--- config.mk ---
export PLATFORM = sky130hd
export DESIGN_NAME = spi_ram_arbiter
export DESIGN_NICKNAME = d
export VERILOG_FILES = /design/src/rtl/spi_ram_arbiter.sv
export SDC_FILE = /design/constraint.sdc
export NUM_CORES = 1
export LEC_CHECK = 0
export ABC_AREA = 1
export CAP_MARGIN = 20
export CELL_PAD_IN_SITES_DETAIL_PLACEMENT = 1
export CELL_PAD_IN_SITES_GLOBAL_PLACEMENT = 2
export CORE_AREA = 10 10 127 129
export CTS_BUF_LIST = sky130_fd_sc_hd__clkbuf_4 sky130_fd_sc_hd__clkbuf_8
export DETAILED_ROUTE_END_ITERATION = 16
export DIE_AREA = 0 0 137 139
export MAX_ROUTING_LAYER = met4
export PLACE_DENSITY_LB_ADDON = 0.05
export SYNTH_ARGS = -nofsm -noshare
export SYNTH_HDL_FRONTEND = slang
export SYNTH_SLANG_ARGS = --single-unit
--- constraint.sdc ---
create_clock -name clk -period 1.18 [get_ports clk]
set_input_delay 0.236 -clock clk [delete_from_list [all_inputs] [get_ports clk]]
set_output_delay 0.236 -clock clk [all_outputs]
set_load 0.01 [all_outputs]
--- src/rtl/spi_ram_arbiter.sv ---
`default_nettype none
// ---------------------------------------------------------------------------
// Module  : spi_ram_arbiter
// Brief   : Runs RAM accesses from SPI frames and round-robins them with a
//           local host port onto one single-port synchronous RAM.
// Revision: 1.0
// ---------------------------------------------------------------------------
module spi_ram_arbiter #(
   parameter int ADDR_WIDTH = 8,
   parameter int TX_HOLD    = 8
) (
   input  logic                  clk,
   input  logic                  rst,
   input  logic [9:0]            rx_data,
   input  logic                  rx_valid,
   output logic [7:0]            tx_data,
   output logic                  tx_valid,
   input  logic                  host_req,
   input  logic                  host_we,
   input  logic [ADDR_WIDTH-1:0] host_addr,
   input  logic [7:0]            host_wdata,
   output logic                  host_gnt,
   output logic [7:0]            host_rdata,
   output logic                  host_rvalid,
   output logic                  mem_en,
   output logic                  mem_we,
   output logic [ADDR_WIDTH-1:0] mem_addr,
   output logic [7:0]            mem_wdata,
   input  logic [7:0]            mem_rdata,
   output logic                  spi_drop
);

   localparam int               CNT_W         = (TX_HOLD > 1) ? $clog2(TX_HOLD) : 1;
   localparam logic [CNT_W-1:0] C_HOLD_RELOAD = CNT_W'(TX_HOLD - 1);

   localparam logic [1:0] ST_IDLE   = 2'd0;
   localparam logic [1:0] ST_ACCESS = 2'd1;
   localparam logic [1:0] ST_RESP   = 2'd2;

   logic [1:0]            r_state;
   logic                  r_rx_prev;
   logic [ADDR_WIDTH-1:0] r_wr_addr;
   logic [ADDR_WIDTH-1:0] r_rd_addr;
   logic                  r_pend_valid;
   logic                  r_pend_we;
   logic [ADDR_WIDTH-1:0] r_pend_addr;
   logic [7:0]            r_pend_data;
   logic                  r_cur_spi;
   logic                  r_cur_we;
   logic                  r_last_host;
   logic [CNT_W-1:0]      r_tx_cnt;

   logic [ADDR_WIDTH-1:0] w_payload_addr;
   logic                  w_accept;
   logic                  w_spi_busy;
   logic                  w_spi_wins;

   generate
      if (ADDR_WIDTH > 8) begin : g_addr_zext
         assign w_payload_addr = {{(ADDR_WIDTH-8){1'b0}}, rx_data[7:0]};
      end else begin : g_addr_trunc
         assign w_payload_addr = rx_data[ADDR_WIDTH-1:0];
      end
   endgenerate

   assign w_accept   = rx_valid & ~r_rx_prev;
   // An SPI op is still owned by the SPI side until its access (and response) finishes.
   assign w_spi_busy = r_pend_valid | ((r_state != ST_IDLE) & r_cur_spi);
   assign w_spi_wins = r_pend_valid & (~host_req | r_last_host);

   always_ff @(posedge clk) begin
      if (rst) begin
         r_state      <= ST_IDLE;
         r_rx_prev    <= 1'b0;
         r_wr_addr    <= '0;
         r_rd_addr    <= '0;
         r_pend_valid <= 1'b0;
         r_pend_we    <= 1'b0;
         r_pend_addr  <= '0;
         r_pend_data  <= '0;
         r_cur_spi    <= 1'b0;
         r_cur_we     <= 1'b0;
         r_last_host  <= 1'b1;
         r_tx_cnt     <= '0;
         tx_data      <= '0;
         tx_valid     <= 1'b0;
         host_gnt     <= 1'b0;
         host_rdata   <= '0;
         host_rvalid  <= 1'b0;
         mem_en       <= 1'b0;
         mem_we       <= 1'b0;
         mem_addr     <= '0;
         mem_wdata    <= '0;
         spi_drop     <= 1'b0;
      end else begin
         r_rx_prev   <= rx_valid;
         host_rvalid <= 1'b0;

         if (w_accept) begin
            case (rx_data[9:8])
               2'b00: r_wr_addr <= w_payload_addr;
               2'b10: r_rd_addr <= w_payload_addr;
               default: begin
                  if (w_spi_busy) begin
                     spi_drop <= 1'b1;
                  end else begin
                     r_pend_valid <= 1'b1;
                     r_pend_we    <= ~rx_data[9];
                     r_pend_addr  <= rx_data[9] ? r_rd_addr : r_wr_addr;
                     r_pend_data  <= rx_data[7:0];
                  end
               end
            endcase
         end

         if (tx_valid) begin
            if (r_tx_cnt == '0) begin
               tx_valid <= 1'b0;
            end else begin
               r_tx_cnt <= r_tx_cnt - CNT_W'(1);
            end
         end

         case (r_state)
            ST_IDLE: begin
               if (w_spi_wins) begin
                  r_pend_valid <= 1'b0;
                  r_cur_spi    <= 1'b1;
                  r_cur_we     <= r_pend_we;
                  r_last_host  <= 1'b0;
                  mem_en       <= 1'b1;
                  mem_we       <= r_pend_we;
                  mem_addr     <= r_pend_addr;
                  mem_wdata    <= r_pend_data;
                  r_state      <= ST_ACCESS;
               end else if (host_req) begin
                  r_cur_spi    <= 1'b0;
                  r_cur_we     <= host_we;
                  r_last_host  <= 1'b1;
                  host_gnt     <= 1'b1;
                  mem_en       <= 1'b1;
                  mem_we       <= host_we;
                  mem_addr     <= host_addr;
                  mem_wdata    <= host_wdata;
                  r_state      <= ST_ACCESS;
               end
            end
            ST_ACCESS: begin
               mem_en   <= 1'b0;
               mem_we   <= 1'b0;
               host_gnt <= 1'b0;
               r_state  <= r_cur_we ? ST_IDLE : ST_RESP;
            end
            ST_RESP: begin
               // A new SPI result overrides any hold still in progress.
               if (r_cur_spi) begin
                  tx_data  <= mem_rdata;
                  tx_valid <= 1'b1;
                  r_tx_cnt <= C_HOLD_RELOAD;
               end else begin
                  host_rdata  <= mem_rdata;
                  host_rvalid <= 1'b1;
               end
               r_state <= ST_IDLE;
            end
            default: r_state <= ST_IDLE;
         endcase
      end
   end

endmodule
`default_nettype wire
==> results.sh <==
export IMPL_outcome="finished with violations"
export IMPL_violations="setup timing"
export IMPL_die_w_um=137
export IMPL_synth_nets=529
export IMPL_grt_pass1_vias=3619
export IMPL_io_buffers=76
export IMPL_cts_tree="built"
export IMPL_hold_path_class="in -> reg"
export IMPL_grt_overflow=0
export IMPL_clk_path_buf_depth=2
export IMPL_synth_cells=487
export IMPL_drt_first_pass_iters=4
export IMPL_synth_area_top_cells="dfxtp_1, nand2_1, nor2_1, nand3_1, inv_1"
export IMPL_drt_iter0_markers=102
export IMPL_gp_congestion=0.767
export IMPL_cap_violations=0
export IMPL_layout_cells_most_common="nand2_1"
export IMPL_ant_nets=0
export IMPL_p_leak_uw=0.00240
export IMPL_io_pins=77
export IMPL_arrival_ns=1.45
export IMPL_synth_top_cell_area_share_pct=47.0
export IMPL_vias_per_cell=4.39
export IMPL_fillCellCount=1702
export IMPL_seq_area_um2=1660
export IMPL_antenna_found_initial=0
export IMPL_grtUsageTotal_pct=12.4
export IMPL_die_area_um2=19000
export IMPL_fin_ws_ns=-0.0165
export IMPL_rsz0062_at_grt="true"
export IMPL_finalSetupViolCount=8
export IMPL_cts_root_buf="clkbuf_8"
export IMPL_nets=628
export IMPL_grt_max_degree=39
export IMPL_max_slew_margin_pct=81.5
export IMPL_dpl_cell_area_um2=4610
export IMPL_clock_sinks=81
export IMPL_power_density_nw_per_um2=1270
export IMPL_worst_pin_slew_ns=0.277
export IMPL_wire_per_inst_um=14.9
export IMPL_multi_input_area_um2=1670
export IMPL_crit_type="reg -> reg"
export IMPL_ys_seq_elements=81
export IMPL_n_antenna_cell=0
export IMPL_drt_total_wl_mm=11.5
export IMPL_clock_skew_ns=0.0104
export IMPL_netlist_area_um2=3450
export IMPL_seq_area_frac_synth_pct=47.0
export IMPL_layout_min_cycle_time_ns=1.20
export IMPL_synthDistinctLibCells=24
export IMPL_ir_worst_vdd_mv=0.578
export IMPL_start_util_pct=25.2
export IMPL_core_um2=13700
export IMPL_slew_viol_final=0
export IMPL_place_hpwl_mm=8.25
export IMPL_drc=0
export IMPL_fin_area_um2=4930
export IMPL_cts_htree_levels=3
export IMPL_finalHoldViolations=0
export IMPL_cp_end_kind="register"
export IMPL_drive_gt1_share_pct=28.6
export IMPL_grt_first_pass_wirelength_mm=18.4
export IMPL_synth_top_cell_by_area="dfxtp_1"
export IMPL_required_ns=1.43
export IMPL_max_freq_mhz=836
export IMPL_start_kind="register"
export IMPL_setup_tns_ns=-0.0592
export IMPL_clk_pin_slew_worst_paths_ns=0.09
export IMPL_numCtsBuffers=9
export IMPL_core_rowCount=43
export IMPL_finalCritPeriodShare_pct=101
export IMPL_most_common_layout_cells="nand2_1, nor2_1, dfxtp_1"
export IMPL_routed_via_count=3382
export IMPL_synth_avg_cell_area_um2=7.08
export IMPL_die_h_um=139
export IMPL_yosys_warnings=0
export IMPL_clkLatencyLatePin_ns=0.36
export IMPL_area_growth_pct=42.8
export IMPL_critPathMaxFanout=4
-- metal layers --
| layer | GRT usage, % | share of wire (%) |
|---|---|---|
| met1 | 13.8 | 44 |
| met5 | - | 0 |
| met3 | 3.15 | 4.2 |
| met2 | 20.7 | 51 |
| met4 | 4.94 | 1.5 |
-- final cells by class --
type	count	area share [%]
clock inverter	3	0.813
sequential	81	33.8
tap	180	4.57
inverter	57	4.67
clock buffer	12	3.23
multi-input combinational	328	33.9
timing repair buffer	109	19.1
-- stage by stage --
step                setup WS (ns)  power [µW]  utilization [%]  instances  hold WS [ns]
floorplan                 0.00883        3590                -        487         0.343
global placement           -0.553        4140             33.7        749         0.435
detailed placement         -0.561        4160             33.7        749         0.436
CTS                       -0.0824        6310             34.8        766         0.387
global route               -0.103        6650             36.0        770         0.413
finish                    -0.0165        6260             36.0        770         0.385
-- state kept, by name (all words and copies together) (netlist names), 2 cells and up --
| register | cells |
|---|---|
| r_tx_cnt | 3 |
| tx_data | 8 |
| r_pend_data | 8 |
| r_state | 2 |
| mem_wdata | 8 |
| r_wr_addr | 8 |
| mem_addr | 8 |
| r_rd_addr | 8 |
| host_rdata | 8 |
| r_pend_addr | 8 |
-- worst paths after layout --
kind	end	slack [ns]	startpoint	depth (start not counted)
setup / recovery	r_tx_cnt[1]	-0.02	r_tx_cnt[0]	9
hold reg to reg	r_state[1]	0.42	r_cur_we	1
hold / removal	r_rd_addr[3]	0.39	rx_data[9]	4
setup reg to reg	r_tx_cnt[1]	-0.02	r_tx_cnt[0]	9
-- logic make-up (layout without fill, tap and decap cells) --
kind of cell / after synthesis / in the layout / share of synthesized area, %
adder cells (fa/ha/maj): 3 / 3 / 1.09
flip-flops: 81 / 81 / 47.0
buffers and inverters: 78 / 181 / 9.97
AO/OA/AOI/OAI: 45 / 45 / 6.67
AND/OR/NAND/NOR: 280 / 280 / 35.3
-- cell usage after synthesis --
| master | count |
|---|---|
| nor2_1 | 73 |
| nand2_1 | 131 |
| nor3_1 | 1 |
| inv_2 | 6 |
| inv_1 | 50 |
| a31oi_1 | 1 |
| ha_1 | 3 |
| buf_1 | 2 |
| a21oi_1 | 24 |
| buf_4 | 6 |
| nand3_1 | 48 |
| nor2_2 | 1 |
| nand2_4 | 2 |
| nand2_2 | 3 |
| buf_2 | 5 |
| buf_6 | 3 |
| nand3_4 | 1 |
| clkinv_1 | 1 |
| nand4_1 | 17 |
| o21ai_2 | 1 |
| o21ai_0 | 19 |
| dfxtp_1 | 81 |
| nor2_4 | 3 |
| clkbuf_1 | 5 |
-- where the power goes --
group	internal, µW	leakage [µW]	switching, µW
sequential	2900	0.000675	96.8
clock	1100	0.000106	1020
combinational	519	0.00162	620
-- critical path: stages, from the launching register on --
cell and delay, ns:
dfxtp_2 0.34, inv_2 0.05, ha_4 0.17, ha_4 0.16, inv_4 0.05, nand2_4 0.06, nand2_2 0.06, o21ai_2 0.05
o21ai_1 0.10, inv_1 0.04
-- repair_timing --
item	CTS	global route
setup endpoints to repair	91	62
gates cloned	0	2
gates resized for setup	184	53
hold buffers	0	0
buffers inserted	2	2
pin swaps	7	5
Note: power is estimated with default switching activity, not from simulation.
